## config.mk

```make
export PLATFORM = sky130hd
export DESIGN_NAME = detector_jogada
export DESIGN_NICKNAME = d
export VERILOG_FILES = /design/src/rtl/detector_jogada.sv
export SDC_FILE = /design/constraint.sdc
export NUM_CORES = 1
export LEC_CHECK = 0
export ABC_AREA = 0
export BUFFER_PORTS_ARGS = -buffer_cell sky130_fd_sc_hd__buf_4
export CORE_UTILIZATION = 55
export CTS_BUF_LIST = sky130_fd_sc_hd__clkbuf_4
export CTS_CLUSTER_DIAMETER = 40
export CTS_CLUSTER_SIZE = 8
export DETAILED_ROUTE_END_ITERATION = 12
export GPL_TIMING_DRIVEN = 0
export PLACE_DENSITY = 0.8
export SLEW_MARGIN = 10
export SYNTH_ARGS = -nofsm -noshare
export SYNTH_HDL_FRONTEND = slang
export SYNTH_SLANG_ARGS = --single-unit
```

## constraint.sdc

```tcl
create_clock -name clock -period 1.97 [get_ports clock]
set_input_delay 0.197 -clock clock [delete_from_list [all_inputs] [get_ports clock]]
set_output_delay 0.197 -clock clock [all_outputs]
set_load 0.05 [all_outputs]
```

## src/rtl/detector_jogada.sv

```systemverilog
// Push-button play detector: synchronizes and debounces four buttons, then
// emits a one-cycle pulse per accepted single press (or a flag for multi-press).
module detector_jogada #(
    parameter int DEBOUNCE_CICLOS = 250000
) (
    input  logic       clock,
    input  logic       clear,
    input  logic [3:0] botoes,
    output logic       jogada_feita,
    output logic [3:0] jogada,
    output logic       multiplo,
    output logic [1:0] db_estado
);

    localparam int CW = (DEBOUNCE_CICLOS > 1) ? $clog2(DEBOUNCE_CICLOS) : 1;
    localparam logic [CW-1:0] CNT_MAX = CW'(DEBOUNCE_CICLOS - 1);

    typedef enum logic [1:0] {
        ESPERA   = 2'b00,
        PULSO    = 2'b01,
        INVALIDO = 2'b11,
        SEGURA   = 2'b10
    } estado_t;

    function automatic logic eh_onehot(input logic [3:0] v);
        return (v != 4'b0000) && ((v & (v - 4'b0001)) == 4'b0000);
    endfunction

    logic [3:0]    s1_q, s2_q, s2_ant_q;
    logic [3:0]    estavel_q, estavel_d;
    logic [CW-1:0] cnt_q, cnt_d;
    estado_t       state_q, state_d;
    logic [3:0]    jogada_q, jogada_d;
    logic          feita_q, mult_q;

    // Debounce: a new level must stay put for DEBOUNCE_CICLOS samples
    always_comb begin
        cnt_d     = cnt_q;
        estavel_d = estavel_q;
        if (s2_q != s2_ant_q) begin
            cnt_d = '0;
        end else if (s2_q == estavel_q) begin
            cnt_d = '0;
        end else if (cnt_q == CNT_MAX) begin
            estavel_d = s2_q;
            cnt_d     = '0;
        end else begin
            cnt_d = cnt_q + CW'(1);
        end
    end

    // Play FSM; SEGURA swallows everything until a full release
    always_comb begin
        state_d  = state_q;
        jogada_d = jogada_q;
        case (state_q)
            ESPERA: begin
                if (eh_onehot(estavel_q)) begin
                    state_d  = PULSO;
                    jogada_d = estavel_q;
                end else if (estavel_q != 4'b0000) begin
                    state_d = INVALIDO;
                end else begin
                    state_d = ESPERA;
                end
            end
            PULSO:    state_d = SEGURA;
            INVALIDO: state_d = SEGURA;
            SEGURA: begin
                if (estavel_q == 4'b0000) begin
                    state_d = ESPERA;
                end else begin
                    state_d = SEGURA;
                end
            end
            default:  state_d = ESPERA;
        endcase
    end

    // All state, with clear taking priority
    always_ff @(posedge clock) begin
        if (clear) begin
            s1_q      <= 4'b0000;
            s2_q      <= 4'b0000;
            s2_ant_q  <= 4'b0000;
            estavel_q <= 4'b0000;
            cnt_q     <= '0;
            state_q   <= ESPERA;
            jogada_q  <= 4'b0000;
            feita_q   <= 1'b0;
            mult_q    <= 1'b0;
        end else begin
            s1_q      <= botoes;
            s2_q      <= s1_q;
            s2_ant_q  <= s2_q;
            estavel_q <= estavel_d;
            cnt_q     <= cnt_d;
            state_q   <= state_d;
            jogada_q  <= jogada_d;
            feita_q   <= (state_d == PULSO);
            mult_q    <= (state_d == INVALIDO);
        end
    end

    assign jogada_feita = feita_q;
    assign multiplo     = mult_q;
    assign jogada       = jogada_q;
    assign db_estado    = state_q;

endmodule
```

# After elaboration in Yosys (flattened, before gate mapping)
# Cells that the tools add are included.
# op_classes
n_eq_ne,8
mux,4
n_bitwise,3
add_sub_neg,2
reduce_logical,9
# op_table
cell,count
"adder 18 x 1 -> 18 bit, second input constant",1
"== test 18 bit, second input constant",1
logical NOT 4 bit,2
"== test 2 bit, second input constant",3
2-to-1 mux 2 bit,3
case mux 2 bit (3 select lines),1
bitwise AND 4 bit,1
"== test 2 x 1 -> 1 bit, second input constant",2
== test 4 bit,1
inequality test 4 bit,1
nonzero test 4 bit,1
OR reduction 4 bit,1
"subtractor 4 x 1 -> 4 bit, second input constant",1
AND reduction 3 bit,1
logical NOT 2 bit,1
inverter 1 bit,2
AND reduction 2 bit,1
OR reduction 2 bit,1
logical AND 1 bit,1
# word_totals
word_cells,35
input_bits,6
ff_bits,42
out_inout_bits,8

# Depth between registers and ports, before layout
# depth
word_depth,7
ltp_mapped,7
mapped_depth_nobuf,5

# Least setup slack after synthesis
# No wires, ideal clock.
# synth_timing
kind,reg-to-reg
startpoint,reg cnt_q[0]
endpoint,reg estavel_q[0]
setup_time_ns,0.121
path_stages_with_launch,6
arrival_ns,1.986
period_less_slack_ns,2.107
required_time_ns,1.849
setup_slack_ns,-0.137
path_buffers,0
cell_sequence,dfxtp_1 > ha_1 > nand3_1 > or4_1 > nor4_2 > mux2_2
# synth_between
elab_chain_len,2
# synth_rtl
element,line_no,source
"start, declared",31,"logic [CW-1:0] cnt_q, cnt_d;"
"start signal, assigned",97,cnt_q <= cnt_d;
== test 18 bit,44,end else if (cnt_q == CNT_MAX) begin
AND reduction 3 bit (no line),n/a,
"end signal, assigned",96,estavel_q <= estavel_d;
"end, declared",30,"logic [3:0] estavel_q, estavel_d;"
# No other way between the ends.
# A chain may end at the register's enable or synchronous reset.

# Worst setup path in the final report
# layout_timing
startpoint,reg cnt_q[8]
endpoint,reg estavel_q[0]
# Same word-level chain as after synthesis.

==> impl_metrics.env <==
export IMPL_run_status="complete, but fails checks"
export IMPL_violated_checks="setup timing"
export IMPL_synth_top_cell_area_share=0.477
export IMPL_route_antenna_remaining_nets=0
export IMPL_grt_pass1_wl_um=6100
export IMPL_yosys_warnings=0
export IMPL_routedLengthMet1_um=1500
export IMPL_criticalPathCategory="reg -> reg"
export IMPL_finalSetupTns_ns=-0.0453
export IMPL_cts_sinks=42
export IMPL_worst_ir_drop_vdd_uv=528
export IMPL_synth_area_sq_um=1760
export IMPL_max_freq_mhz=502
export IMPL_layout_commonest_cell="sky130_fd_sc_hd__dfxtp_1"
export IMPL_drc=0
export IMPL_chipWidth_um=58.6
export IMPL_final_hold_viol_count=0
export IMPL_ff2ff_setup_slack_ns=-0.02
export IMPL_post_drt_wl_per_cell_um=14.6
export IMPL_drt_pass1_iterations=4
export IMPL_worst_slew_pin_slew_ns=0.563
export IMPL_period_needed_ns=1.99
export IMPL_grt_remaining_overflow=0
export IMPL_ratio_of_cells_with_drive_above_1_in_the_final_layout=0.330
export IMPL_final_setup_skew_ns=0.0132
export IMPL_setup_violations_final=3
export IMPL_dominantRegCellSynth="sky130_fd_sc_hd__dfxtp_1"
export IMPL_post_synth_num_cell_types=36
export IMPL_critical_r2r_capture="estavel_q[0]$_SDFFE_PP0P_"
export IMPL_pin_count_of_the_biggest_net_entering_global_routing=14
export IMPL_cp_slowest_cell="sky130_fd_sc_hd__dfxtp_4"
export IMPL_finalPower_w=0.00147
export IMPL_cp_start_kind="flop"
export IMPL_synth_simple_gate_area_frac=0.263
export IMPL_timing_final_max_slew_violations=0
export IMPL_antenna_cells=0
export IMPL_worst_r2r_cell_count=6
export IMPL_grt_pass1_vias=1404
export IMPL_dr_wl_met2_um=1950
export IMPL_met3RoutedLength_um=153
export IMPL_placement_setup_worst_slack_ns=-0.337
export IMPL_core_rowCount=20
export IMPL_path_cells="buf_4 > nor4_1 > nand4_1 > nor4_4 > buf_4 > mux2_2"
export IMPL_cts_buffer_depth=2
export IMPL_max_slew_margin_rel=0.622
export IMPL_cts_clk_slew_worst_paths_ns=0.13
export IMPL_combinational_family_with_the_most_area_after_synthesis="simple AND/OR/NAND/NOR gates"
export IMPL_finish_net_count=218
export IMPL_number_of_synthesized_flops_with_an_enable_pin=0
export IMPL_hp_start="botoes[3]"
export IMPL_multi_input_comb_area_sq_um=978
export IMPL_critPathMaxStageDelay_ns=0.38
export IMPL_ioPinCount=14
export IMPL_power_static_leakage_nw=0.831
export IMPL_synth_compound_area_frac=0.0901
export IMPL_ys_async_sr_fraction=0
export IMPL_worst_hold_slack_ns=0.0632
export IMPL_buffer_ports_inserted=13
export IMPL_crit_family="simple AND/OR/NAND/NOR gates"
export IMPL_worstPathRequired_ns=2.21
export IMPL_finalWirelength_um=3740
export IMPL_post_synth_main_area_contributors="sky130_fd_sc_hd__dfxtp_1, sky130_fd_sc_hd__nor2b_1, sky130_fd_sc_hd__xnor2_1, sky130_fd_sc_hd__xor2_1, sky130_fd_sc_hd__nor3_1"
export IMPL_power_per_cell_area_nw_per_um2=659
export IMPL_timing_critical_path_arrival_ns=2.23
export IMPL_timing_critical_path_mode_cell="sky130_fd_sc_hd__buf_4"
export IMPL_worstReg2RegStart="cnt_q[8]$_SDFF_PP0_"
export IMPL_synth_adder_area_share=0.0184
export IMPL_chipHeight_um=58.6
export IMPL_worstPathMaxFanout=3
export IMPL_core_area_sq_um=3050
export IMPL_cts_tree="done"
export IMPL_most_area_hungry_cell_type_in_the_yosys_netlist="sky130_fd_sc_hd__dfxtp_1"
export IMPL_clkLatencyLatePin_ns=0.35
export IMPL_whs_endpoint="s1_q[3]$_SDFF_PP0_"
export IMPL_final_critical_path_share_of_the_clock_period=1.01
export IMPL_vias_per_cell=5.65
export IMPL_topRoutingLayerUsed="met4"
export IMPL_drt_first_iter_violations=103
export IMPL_antenna_violations_before_repair=0
export IMPL_synthXorXnorAreaFrac=0.0993
export IMPL_synthCells=180
export IMPL_initial_core_util=0.578
export IMPL_place_gp_congestion=0.812
export IMPL_cts_htree_levels=2
export IMPL_wp_buf_inv=2
export IMPL_seq_area_sq_um=870
export IMPL_area_delta_synth_final_pct=26.7
export IMPL_hold_depth=2
export IMPL_max_cap_violations=0
export IMPL_clk_root_buffer_cell="sky130_fd_sc_hd__clkbuf_4"
export IMPL_mappedNetlistNets=187
export IMPL_synth_seq_area_share=0.477
export IMPL_final_cell_mix="sky130_fd_sc_hd__dfxtp_1, sky130_fd_sc_hd__buf_4, sky130_fd_sc_hd__nor2b_1"
export IMPL_final_critical_path_setup_slack_ns=-0.0233
export IMPL_synthesized_flop_and_latch_total=42
export IMPL_postCtsHoldBufs=0
export IMPL_dp_hpwl_um=2260
export IMPL_cts_buffers=5
export IMPL_synth_mux_area_frac=0.0255
export IMPL_worstHoldPathType="in -> reg"
export IMPL_die_area_sq_um=3440
export IMPL_fill_cells=233
export IMPL_grt_util_all_layers=0.239
export IMPL_via_count=1447
export IMPL_crit_path_end_kind="flop"
export IMPL_synth_avg_cell_area_sq_um=9.80
[flip-flops by register name (all words and copies together) (netlist names)]
signal and count:
cnt_q 18, estavel_q 4, jogada 4, s1_q 4, s2_ant_q 4, s2_q 4
db_estado 2, jogada_feita 1, multiplo 1
[cell type report]
type,count,share of cell area
Inverter,2,0.00336
Sequential cell,42,0.389
Tap cell,44,0.0246
Timing Repair Buffer,29,0.0974
Clock buffer,6,0.0202
Multi-Input combinational cell,126,0.438
Clock inverter,2,0.0168
Buffer,5,0.0106
[power breakdown]
part           internal [W]  switching (W)   total, W
Combinational     0.0000280      0.0000320  0.0000600
Sequential         0.000853     0.00000745   0.000861
Clock              0.000282       0.000271   0.000553
Total               0.00116       0.000311    0.00147
[metrics by stage]
| stage | cells | cell area [sq um] | utilization |
|---|---|---|---|
| global placement | 237 | 1940 | 0.635 |
| global route | 256 | 2230 | 0.732 |
| CTS | 252 | 2170 | 0.711 |
| finish | 256 | 2230 | 0.732 |
| floorplan | 180 | 1790 | - |
| detailed placement | 237 | 1940 | 0.635 |
[synth_stat cells (2+ instances only)]
library cell / number
sky130_fd_sc_hd__dfxtp_1: 42
sky130_fd_sc_hd__nor2b_1: 17
sky130_fd_sc_hd__nor3_1: 15
sky130_fd_sc_hd__xnor2_1: 10
sky130_fd_sc_hd__xor2_1: 10
sky130_fd_sc_hd__clkbuf_1: 8
sky130_fd_sc_hd__nor2_1: 8
sky130_fd_sc_hd__a211oi_1: 6
sky130_fd_sc_hd__nand3_1: 6
sky130_fd_sc_hd__or3_1: 6
sky130_fd_sc_hd__nand2_1: 5
sky130_fd_sc_hd__a22o_1: 4
sky130_fd_sc_hd__mux2_2: 4
sky130_fd_sc_hd__nand4_1: 4
sky130_fd_sc_hd__o21ai_0: 4
sky130_fd_sc_hd__or4_1: 4
sky130_fd_sc_hd__nor4_1: 3
sky130_fd_sc_hd__buf_2: 2
sky130_fd_sc_hd__inv_1: 2
sky130_fd_sc_hd__maj3_1: 2
sky130_fd_sc_hd__o21a_1: 2
sky130_fd_sc_hd__o31ai_1: 2
[cell families (layout without fill, tap and decap cells)]
group,after synthesis,after routing
fa+ha+maj,3,3
simple gates,78,78
xor+xnor,20,20
compound gates,21,21
mux,4,4
flops,42,42
buf+inv,12,44
[how the worst max path moves through the flow]
| stage | slack (ns) | startpoint | depth (start not counted) | endpoint |
|---|---|---|---|---|
| final | -0.02 | cnt_q[8]$_SDFF_PP0_ | 6 | estavel_q[0]$_SDFFE_PP0P_ |
| after detailed placement | -0.34 | cnt_q[0]$_SDFF_PP0_ | 6 | cnt_q[6]$_SDFF_PP0_ |
| after CTS | -0.03 | cnt_q[0]$_SDFF_PP0_ | 5 | cnt_q[15]$_SDFF_PP0_ |
| after global routing | -0.10 | cnt_q[8]$_SDFF_PP0_ | 6 | estavel_q[1]$_SDFFE_PP0P_ |
| after global placement | -0.27 | estavel_q[1]$_SDFFE_PP0P_ | 7 | cnt_q[6]$_SDFF_PP0_ |
| after floorplan | -0.0004 | cnt_q[0]$_SDFF_PP0_ | 5 | cnt_q[16]$_SDFF_PP0_ |
[per-layer routing]
layer | up-vias | track usage
li1 | 703 | -
met1 | 677 | 0.254
met2 | 51 | 0.414
met3 | 16 | 0.0659
met4 | 0 | 0.156
met5 | - | 0
[worst reg2reg max path, stage by stage (launching register included)]
cell	delay (ns)
sky130_fd_sc_hd__dfxtp_4	0.38
sky130_fd_sc_hd__buf_4	0.15
sky130_fd_sc_hd__nor4_1	0.27
sky130_fd_sc_hd__nand4_1	0.30
sky130_fd_sc_hd__nor4_4	0.30
sky130_fd_sc_hd__buf_4	0.17
sky130_fd_sc_hd__mux2_2	0.32
[repair_timing]
action,CTS,global route
buffers inserted,8,8
resized for setup,31,7
endpoints found under the setup margin,22,17
pin swaps,3,2
(Power assumes the default switching activity.)
